### src/rtl/uart_receiver.sv
// UART receive path: line synchroniser, start/data/9th/stop bit sampling FSM,
// and the pending / framing-error / overrun status flags.
module uart_receiver (
    input  logic        uart_clk,
    input  logic        sys_rstn,
    input  logic        uart_en,
    input  logic        uart_rxd,
    input  logic [15:0] uart_baud,
    input  logic        uart_prty_en,
    input  logic        uart_rxie,
    input  logic        uart_rxpnd_clr,
    output logic [7:0]  rx_data,
    output logic        rx_bit9,
    output logic        rx_pnd,
    output logic        rx_ferr,
    output logic        rx_ovf,
    output logic        rx_int
);

    typedef enum logic [2:0] {StIdle, StStart, StData, StBit9, StStop} state_e;

    state_e      state;
    logic [15:0] bit_cnt;
    logic [2:0]  bit_idx;
    logic [7:0]  shift_reg;
    logic        bit9_hold;
    logic        rx_meta;
    logic        rxs;
    logic        rxs_prev;

    logic [16:0] half_period;
    logic        start_hit;
    logic        bit_hit;
    logic        fall_edge;
    logic        accept;

    // 17-bit arithmetic so uart_baud = 0xFFFF cannot overflow P.
    assign half_period = ({1'b0, uart_baud} + 17'd1) >> 1;
    // >= rather than == so a mid-frame baud decrease still reaches a sample point.
    assign start_hit   = ({1'b0, bit_cnt} + 17'd1) >= half_period;
    assign bit_hit     = bit_cnt >= uart_baud;
    assign fall_edge   = rxs_prev & ~rxs;
    assign accept      = ~rx_pnd | uart_rxpnd_clr;
    assign rx_int      = rx_pnd & uart_rxie;

    always_ff @(posedge uart_clk or negedge sys_rstn) begin
        if (!sys_rstn) begin
            rx_meta  <= 1'b1;
            rxs      <= 1'b1;
            rxs_prev <= 1'b1;
        end else begin
            rx_meta  <= uart_rxd;
            rxs      <= rx_meta;
            rxs_prev <= rxs;
        end
    end

    always_ff @(posedge uart_clk or negedge sys_rstn) begin
        if (!sys_rstn) begin
            state     <= StIdle;
            bit_cnt   <= 16'd0;
            bit_idx   <= 3'd0;
            shift_reg <= 8'h00;
            bit9_hold <= 1'b0;
            rx_data   <= 8'h00;
            rx_bit9   <= 1'b0;
            rx_pnd    <= 1'b0;
            rx_ferr   <= 1'b0;
            rx_ovf    <= 1'b0;
        end else begin
            if (uart_rxpnd_clr) begin
                rx_pnd  <= 1'b0;
                rx_ferr <= 1'b0;
                rx_ovf  <= 1'b0;
            end
            if (!uart_en) begin
                state   <= StIdle;
                bit_cnt <= 16'd0;
            end else begin
                unique case (state)
                    StIdle: begin
                        if (fall_edge) begin
                            state   <= StStart;
                            bit_cnt <= 16'd0;
                        end
                    end
                    StStart: begin
                        if (start_hit) begin
                            bit_cnt   <= 16'd0;
                            bit_idx   <= 3'd0;
                            bit9_hold <= 1'b0;
                            state     <= rxs ? StIdle : StData;
                        end else begin
                            bit_cnt <= bit_cnt + 16'd1;
                        end
                    end
                    StData: begin
                        if (bit_hit) begin
                            bit_cnt   <= 16'd0;
                            shift_reg <= {rxs, shift_reg[7:1]};
                            bit_idx   <= bit_idx + 3'd1;
                            if (bit_idx == 3'd7) begin
                                state <= uart_prty_en ? StBit9 : StStop;
                            end
                        end else begin
                            bit_cnt <= bit_cnt + 16'd1;
                        end
                    end
                    StBit9: begin
                        if (bit_hit) begin
                            bit_cnt   <= 16'd0;
                            bit9_hold <= rxs;
                            state     <= StStop;
                        end else begin
                            bit_cnt <= bit_cnt + 16'd1;
                        end
                    end
                    StStop: begin
                        if (bit_hit) begin
                            bit_cnt <= 16'd0;
                            state   <= StIdle;
                            // Set beats a same-cycle clear; an unread byte is kept on overrun.
                            if (accept) begin
                                rx_data <= shift_reg;
                                rx_bit9 <= bit9_hold;
                                rx_pnd  <= 1'b1;
                                if (!rxs) begin
                                    rx_ferr <= 1'b1;
                                end
                            end else begin
                                rx_ovf <= 1'b1;
                            end
                        end else begin
                            bit_cnt <= bit_cnt + 16'd1;
                        end
                    end
                    default: begin
                        state   <= StIdle;
                        bit_cnt <= 16'd0;
                    end
                endcase
            end
        end
    end

endmodule

### config.mk
export PLATFORM = sky130hd
export DESIGN_NAME = uart_receiver
export DESIGN_NICKNAME = d
export VERILOG_FILES = /design/src/rtl/uart_receiver.sv
export SDC_FILE = /design/constraint.sdc
export NUM_CORES = 1
export LEC_CHECK = 0
export BUFFER_PORTS_ARGS = -buffer_cell sky130_fd_sc_hd__clkbuf_2
export CELL_PAD_IN_SITES_DETAIL_PLACEMENT = 0
export CELL_PAD_IN_SITES_GLOBAL_PLACEMENT = 1
export CORE_MARGIN = 2
export CORE_UTILIZATION = 47
export CTS_BUF_LIST = sky130_fd_sc_hd__clkbuf_2
export CTS_CLUSTER_SIZE = 20
export DETAILED_ROUTE_END_ITERATION = 12
export PLACE_DENSITY_LB_ADDON = 0.1
export REMOVE_ABC_BUFFERS = 1
export SLEW_MARGIN = 20
export SYNTH_ARGS = -nofsm -noshare
export SYNTH_HDL_FRONTEND = slang
export SYNTH_SLANG_ARGS = --single-unit
### constraint.sdc
create_clock -name uart_clk -period 3.98 [get_ports uart_clk]
set_clock_uncertainty 0.2 [all_clocks]
set_input_delay 0.398 -clock uart_clk [delete_from_list [all_inputs] [get_ports uart_clk]]
set_output_delay 0.398 -clock uart_clk [all_outputs]
set_load 0.05 [all_outputs]
==> results.cfg, run 1 <==
[logic_synthesis]
ys_seq_area_share_pct = 36.3
synth_xor_area_share_pct = 7.70
synth_top_area_share_pct = 33.8
ys.flop_type = dfrtp_1
synth_edf_count = 0
synth_mux_area_share_pct = 6.60
synthAdderAreaFrac_pct = 14.1
synth-simple-area-share_pct = 16.3
syn_area_per_cell_um2 = 9.80
ys_ff_latch = 46
synth_cells = 325
async_flop_share_pct = 100
syn_area_um2 = 3180
synthDistinctLibCells = 50
synth_top_family_by_area = simple AND/OR/NAND/NOR gates
yosys_warnings = 0
synth.area.top_cells = dfrtp_1 34%, ha_1 14%, xnor2_1 6.1%
synth_compound_area_share_pct = 15.2
synth_top_cell_by_area = dfrtp_1

[routing]
drt_first_pass_iters = 4
drc = 0
ant_nets = 0
first_iter_violations = 96
route.final.wire_length_um = 6660
avgRoutedWirePerCell_um = 14.8
num_vias = 2445
routed_via_density = 5.43

[worst_setup_path]
slowest_delay_ns = 0.46
crit_required_ns = 4.14
path_common_cell = and3_1
rr_endpoint = bit_idx[2]
cp_cell_sequence = and3_1, and3_1, and2_1, nand3_1, nor2_1, xor2_1, ha_1, nand2_1, nor4_1, o21ai_0, nor4bb_2, or3_4, a21oi_2, mux2i_1
criticalPathCategory = flop to flop
arrival_ns = 3.75
cp_slowest_cell = dfrtp_2
crit_fanout = 4
r2r_cells = 14
cp-start-kind = flop
reg2reg_from = bit_cnt[4]
r2r_slack_ns = 0.39
cp_top_family = simple AND/OR/NAND/NOR gates
crit_path_end_kind = flop
cp_num_buf_inv = 0

[timing]
max_freq_mhz = 279
period_needed_ns = 3.59
hold_ws_ns = 0.0629
fin_tns_setup_ns = 0
setup_ws_ns = 0.391
finalHoldViolations = 0
setup_viol = 0
slew_headroom_pct = 58.9
maxSlewViolCount = 0
rsz0062_at_grt = false
fin_crit_sh_pct = 90.2
worst_slew_pin_slew_ns = 0.613

[hold_path]
hold_depth = 3
hp-class = input port to flop
holdPathEnd = state[0]
hp-start = uart_en

[clocking]
cts-root-buf = clkbuf_2
tritoncts = built
post-cts-setup-buffer-count = 0
numClockSinks = 46
htree_levels = 2
ctsLongestPathBuffers = 2
clock_latency_ns = 0.42
numCtsBuffers = 5
path_clk_slew_ns = 0.25

[placed_design]
pre_cts_ws_ns = 0.258
dp_hpwl_um = 5280
port_buffers = 35
gp_congestion = 0.833

[die]
start_util_pct = 49.3
fp.dieW_um = 86.3
core_area_um2 = 6460
die_area_um2 = 7450
rows = 29
dieHeight_um = 86.3
ios = 36

[finish]
largest_reg_flops = 16
area_delta_synth_final_pct = 11.9
num_antenna_cells = 0
final_nets = 431
drive_gt1_share_pct = 19.8
n_fill_cell = 611

[power]
p_per_area_nw_per_um2 = 286
combPwrFrac_pct = 27.4
p_switching_mw = 0.366
p_leak_nw = 1.77
power_mw = 1.02
power.share.sequential_pct = 52.2
ir_worst_vdd_v = 0.000115
p_int_mw = 0.654
clkPwrFrac_pct = 20.4
p_sw_share_pct = 35.9

[job]
drv_cap = 0

[global_route]
antenna_found_initial = 0
track_usage_pct = 19.6
grt_max_degree = 47
grt_overflow_total = 0
grt_pass1_vias = 2369
grt_first_pass_wirelength_um = 11500

[outcome]
status = completed
==> cells in the final DEF, fill, tap and decap left out, types with 3 or more instances in the layout <==
cell type	instances
dfrtp_1	42
clkbuf_2	40
ha_1	36
nand2_1	31
inv_1	26
xnor2_1	22
nor2_1	16
nand3_1	14
a21oi_1	13
a22o_1	13
o21ai_0	12
mux2_1	9
nand4_1	7
nand2b_1	7
mux2_2	7
xor2_1	6
a211oi_1	6
buf_4	6
nor3_1	4
and3_1	3
and2_1	3
o211ai_1	3
o21a_1	3
nor3_2	3
mux2i_1	3
dlygate4sd3_1	3
dfstp_2	3
==> cell type report <==
| class | count | area [um^2] | area share, % |
|---|---|---|---|
| multi-input cells | 249 | 1910 | 53.7 |
| flip-flops and latches | 46 | 1160 | 32.5 |
| repair buffers | 44 | 250 | 7.02 |
| inverters | 26 | 97.6 | 2.74 |
| well taps | 77 | 96.3 | 2.70 |
| clock buffers | 5 | 25.0 | 0.702 |
| clock inverters | 3 | 25.0 | 0.702 |
==> worst register-to-register path, cell delays in order, from the launching register on <==
cell	delay (ns)
dfrtp_2	0.46
and3_1	0.25
and3_1	0.21
and2_1	0.21
nand3_1	0.17
nor2_1	0.17
xor2_1	0.10
ha_1	0.31
nand2_1	0.07
nor4_1	0.25
o21ai_0	0.12
nor4bb_2	0.21
or3_4	0.41
a21oi_2	0.19
mux2i_1	0.22
==> repair_timing <==
action	in CTS	in global routing
endpoints found under the hold margin	46	0
setup endpoints to repair	0	6
gates resized for setup	0	1
hold buffers	3	0
==> cells in the mapped netlist (2+ instances only) <==
master,n
nand3_1,14
ha_1,36
a211oi_1,6
dfrtp_1,43
nor3_2,3
or3_1,2
o211ai_1,3
nand2_1,31
a21oi_1,13
mux2_1,9
xnor2_1,22
a22o_1,13
inv_1,26
a2111oi_2,2
mux2_2,7
and2_1,3
a21o_1,2
nor2_1,16
o21ai_0,12
o21ai_1,2
and3_1,3
o21a_1,3
o22ai_1,2
xor2_1,6
dfstp_2,3
nand4_1,7
mux2i_1,3
clkbuf_1,2
nand2b_1,7
nor3_1,4
==> how the worst max path moves through the flow <==
stage | from | cells after the start | to
after floorplan | bit_cnt[2] | 13 | bit_cnt[10]
after global placement | uart_baud[2] | 16 | bit_cnt[13]
after detailed placement | uart_baud[2] | 16 | bit_cnt[9]
after CTS | bit_cnt[4] | 14 | bit_cnt[15]
after global routing | bit_cnt[4] | 14 | bit_idx[2]
final | bit_cnt[4] | 14 | bit_idx[2]
==> metrics by stage <==
| stage | utilization (%) | cell area (um^2) | instances |
|---|---|---|---|
| floorplan | - | 3160 | 321 |
| global route | 55.2 | 3560 | 450 |
| CTS | 55.1 | 3560 | 450 |
| finish | 55.2 | 3560 | 450 |
| detailed placement | 53.9 | 3480 | 439 |
| global placement | 53.9 | 3480 | 439 |
==> kinds of logic (layout without fill, tap and decap cells) <==
| group | count (synthesis) | count (layout) |
|---|---|---|
| xor+xnor | 28 | 28 |
| mux | 19 | 19 |
| simple gates | 99 | 99 |
| buf+inv | 30 | 78 |
| flops | 46 | 46 |
| compound gates | 67 | 67 |
| fa+ha+maj | 36 | 36 |
==> power by group through the flow <==
stage	Sequential, mW	Clock [mW]	Combinational, mW
floorplan	0.527	0	0.195
global placement	0.539	0	0.273
detailed placement	0.540	0	0.279
CTS	0.531	0.221	0.282
global route	0.537	0.239	0.317
finish	0.532	0.208	0.279
==> metal layers <==
metal / part of all wire, % / wire length, um / global-route usage [%] / vias to the layer above
li1: - / - / - / 1268
met1: 53 / 3510 / 28.4 / 1137
met2: 44 / 2910 / 30.4 / 34
met3: 2.2 / 145 / 2.48 / 6
met4: 1.5 / 99 / 6.39 / 0
met5: 0 / 0 / 0 / -
(Power assumes the default switching activity.)
==> run 2, diff against run 1 <==
--- a/config.mk
+++ b/config.mk
@@ -8,6 +8,7 @@
 export BUFFER_PORTS_ARGS = -buffer_cell sky130_fd_sc_hd__clkbuf_2
 export CELL_PAD_IN_SITES_DETAIL_PLACEMENT = 0
 export CELL_PAD_IN_SITES_GLOBAL_PLACEMENT = 1
+export CORE_ASPECT_RATIO = 0.9
 export CORE_MARGIN = 2
 export CORE_UTILIZATION = 47
 export CTS_BUF_LIST = sky130_fd_sc_hd__clkbuf_2
==> run 2 against run 1 <==
Effect of this change: critical path depth unchanged; clock power hardly changed; worst hold slack improved by 0.023 ns; cell count is 3.6% higher; die area barely moved; sequential share of layout area shrank 0.42 points; core utilization down 0.073 points; register-to-register slack lost 0.15 ns; largest cell class unchanged; largest power group unchanged.
==> results.cfg, run 2 (synthesized netlist as in run 1, its figures left out) <==
[global_route]
grt_max_degree = 41
grt_overflow_total = 0
antenna_found_initial = 0
grt_first_pass_wirelength_um = 11500
grt_pass1_vias = 2339
track_usage_pct = 19.5

[finish]
fin_util_pct = 55.1
largest_reg_flops = 16
area_delta_synth_final_pct = 13.3
final_nets = 434
drive_gt1_share_pct = 21.3
design_area_um2 = 3610
post_layout_nonfiller_instances = 466
num_antenna_cells = 0
layout_commonest_cell = dfrtp_1
final_cell_mix = 42 x dfrtp_1, 40 x clkbuf_2, 36 x ha_1

[die]
start_util_pct = 48.6
ios = 36
die_area_um2 = 7450
core_area_um2 = 6550
dieHeight_um = 82.1
rows = 28
fp.dieW_um = 90.8

[timing]
maxSlewViolCount = 0
fin_crit_sh_pct = 93.9
slew_headroom_pct = 48.2
worst_slew_pin_slew_ns = 0.775
setup_viol = 0
max_freq_mhz = 267
period_needed_ns = 3.74
hold_ws_ns = 0.0860
finalHoldViolations = 0

[worst_setup_path]
criticalPathCategory = flop to flop
r2r_slack_ns = 0.24
reg2reg_from = bit_cnt[2]
cp_top_family = simple AND/OR/NAND/NOR gates
crit_required_ns = 4.13
crit_fanout = 6
rr_endpoint = bit_idx[2]
r2r_cells = 14
cp-start-kind = flop
cp_slowest_cell = dfrtp_2
cp_cell_sequence = and3_2, and3_1, and2_2, nand3_1, nor2_1, xor2_1, ha_1, nand2_1, nor4_2, o21ai_0, nor4bb_2, or3_4, a21oi_2, mux2i_1
slowest_delay_ns = 0.51
cp-endpoint = bit_idx[2]
crit_path_start = bit_cnt[2]
cp_num_buf_inv = 0
arrival_ns = 3.89
crit_path_end_kind = flop
cp.depth = 14

[routing]
drc = 0
routed_via_density = 5.29
first_iter_violations = 88
avgRoutedWirePerCell_um = 14.5
drt_first_pass_iters = 4
num_vias = 2465
route.final.wire_length_um = 6740
ant_nets = 0

[clocking]
tritoncts = built
clock_latency_ns = 0.42
ctsLongestPathBuffers = 2
htree_levels = 2
path_clk_slew_ns = 0.27
numCtsBuffers = 5
cts-root-buf = clkbuf_2
numClockSinks = 46

[power]
p_switching_mw = 0.365
p_int_mw = 0.652
clkPwrFrac_pct = 20.8
power.share.sequential_pct = 52.2
p_sw_share_pct = 35.9
ir_worst_vdd_v = 0.000230
combPwrFrac_pct = 27.1
p_leak_nw = 1.78
p_per_area_nw_per_um2 = 282

[placed_design]
gp_congestion = 0.796
port_buffers = 35
dp_hpwl_um = 5390
dp.cells = 450
dpl_cell_area_um2 = 3480

[hold_path]
hp-class = input port to asynchronous set/reset pin

[job]
drv_cap = 0

[outcome]
status = completed
==> run 2: area by class of cell <==
cell class / instances / area, um^2
fillers: 616 / 2940
multi-input cells: 249 / 1920
flip-flops and latches: 46 / 1160
repair buffers: 47 / 273
well taps: 90 / 113
inverters: 26 / 97.6
clock buffers: 5 / 25.0
clock inverters: 3 / 23.8
==> run 2: worst min path at each step <==
| stage | start | end | slack [ns] | cells past startpoint |
|---|---|---|---|---|
| finish | sys_rstn | rx_data[3] | 0.09 | 2 |
| global route | sys_rstn | rx_data[1] | 0.05 | 2 |
| CTS | sys_rstn | rx_data[1] | 0.06 | 2 |
| detailed placement | sys_rstn | rx_data[1] | 0.04 | 1 |
| global placement | sys_rstn | rx_data[3] | 0.03 | 1 |
| floorplan | sys_rstn | bit9_hold | -0.1 | 0 |
==> run 2: per-stage QoR <==
step | setup slack [ns] | setup TNS [ns] | power (mW)
finish | 0.241 | 0 | 1.02
global route | -0.00130 | -0.00130 | 1.09
CTS | 0.0466 | 0 | 1.03
detailed placement | 0.0942 | 0 | 0.809
global placement | 0.143 | 0 | 0.811
floorplan | 0.755 | 0 | 0.722
==> run 2: what timing repair did <==
action | in CTS | in global routing
buffers inserted | 0 | 5
hold endpoints to repair | 46 | 0
hold buffers | 3 | 0
endpoints found under the setup margin | 0 | 21
resized for setup | 0 | 4
==> run 2: power by group through the flow <==
stage	sequential (mW)	combinational, mW	clock (mW)
2_1_floorplan	0.527	0.195	0
3_3_place_gp	0.539	0.272	0
3_5_place_dp	0.537	0.271	0
4_1_cts	0.531	0.277	0.218
5_1_grt	0.538	0.318	0.240
6_report	0.530	0.275	0.211
==> run 2: metal layers <==
layer	wire [um]	track usage (%)
met5	0	0
met4	27	3.23
met3	209	2.75
met2	2930	30.0
met1	3570	29.7
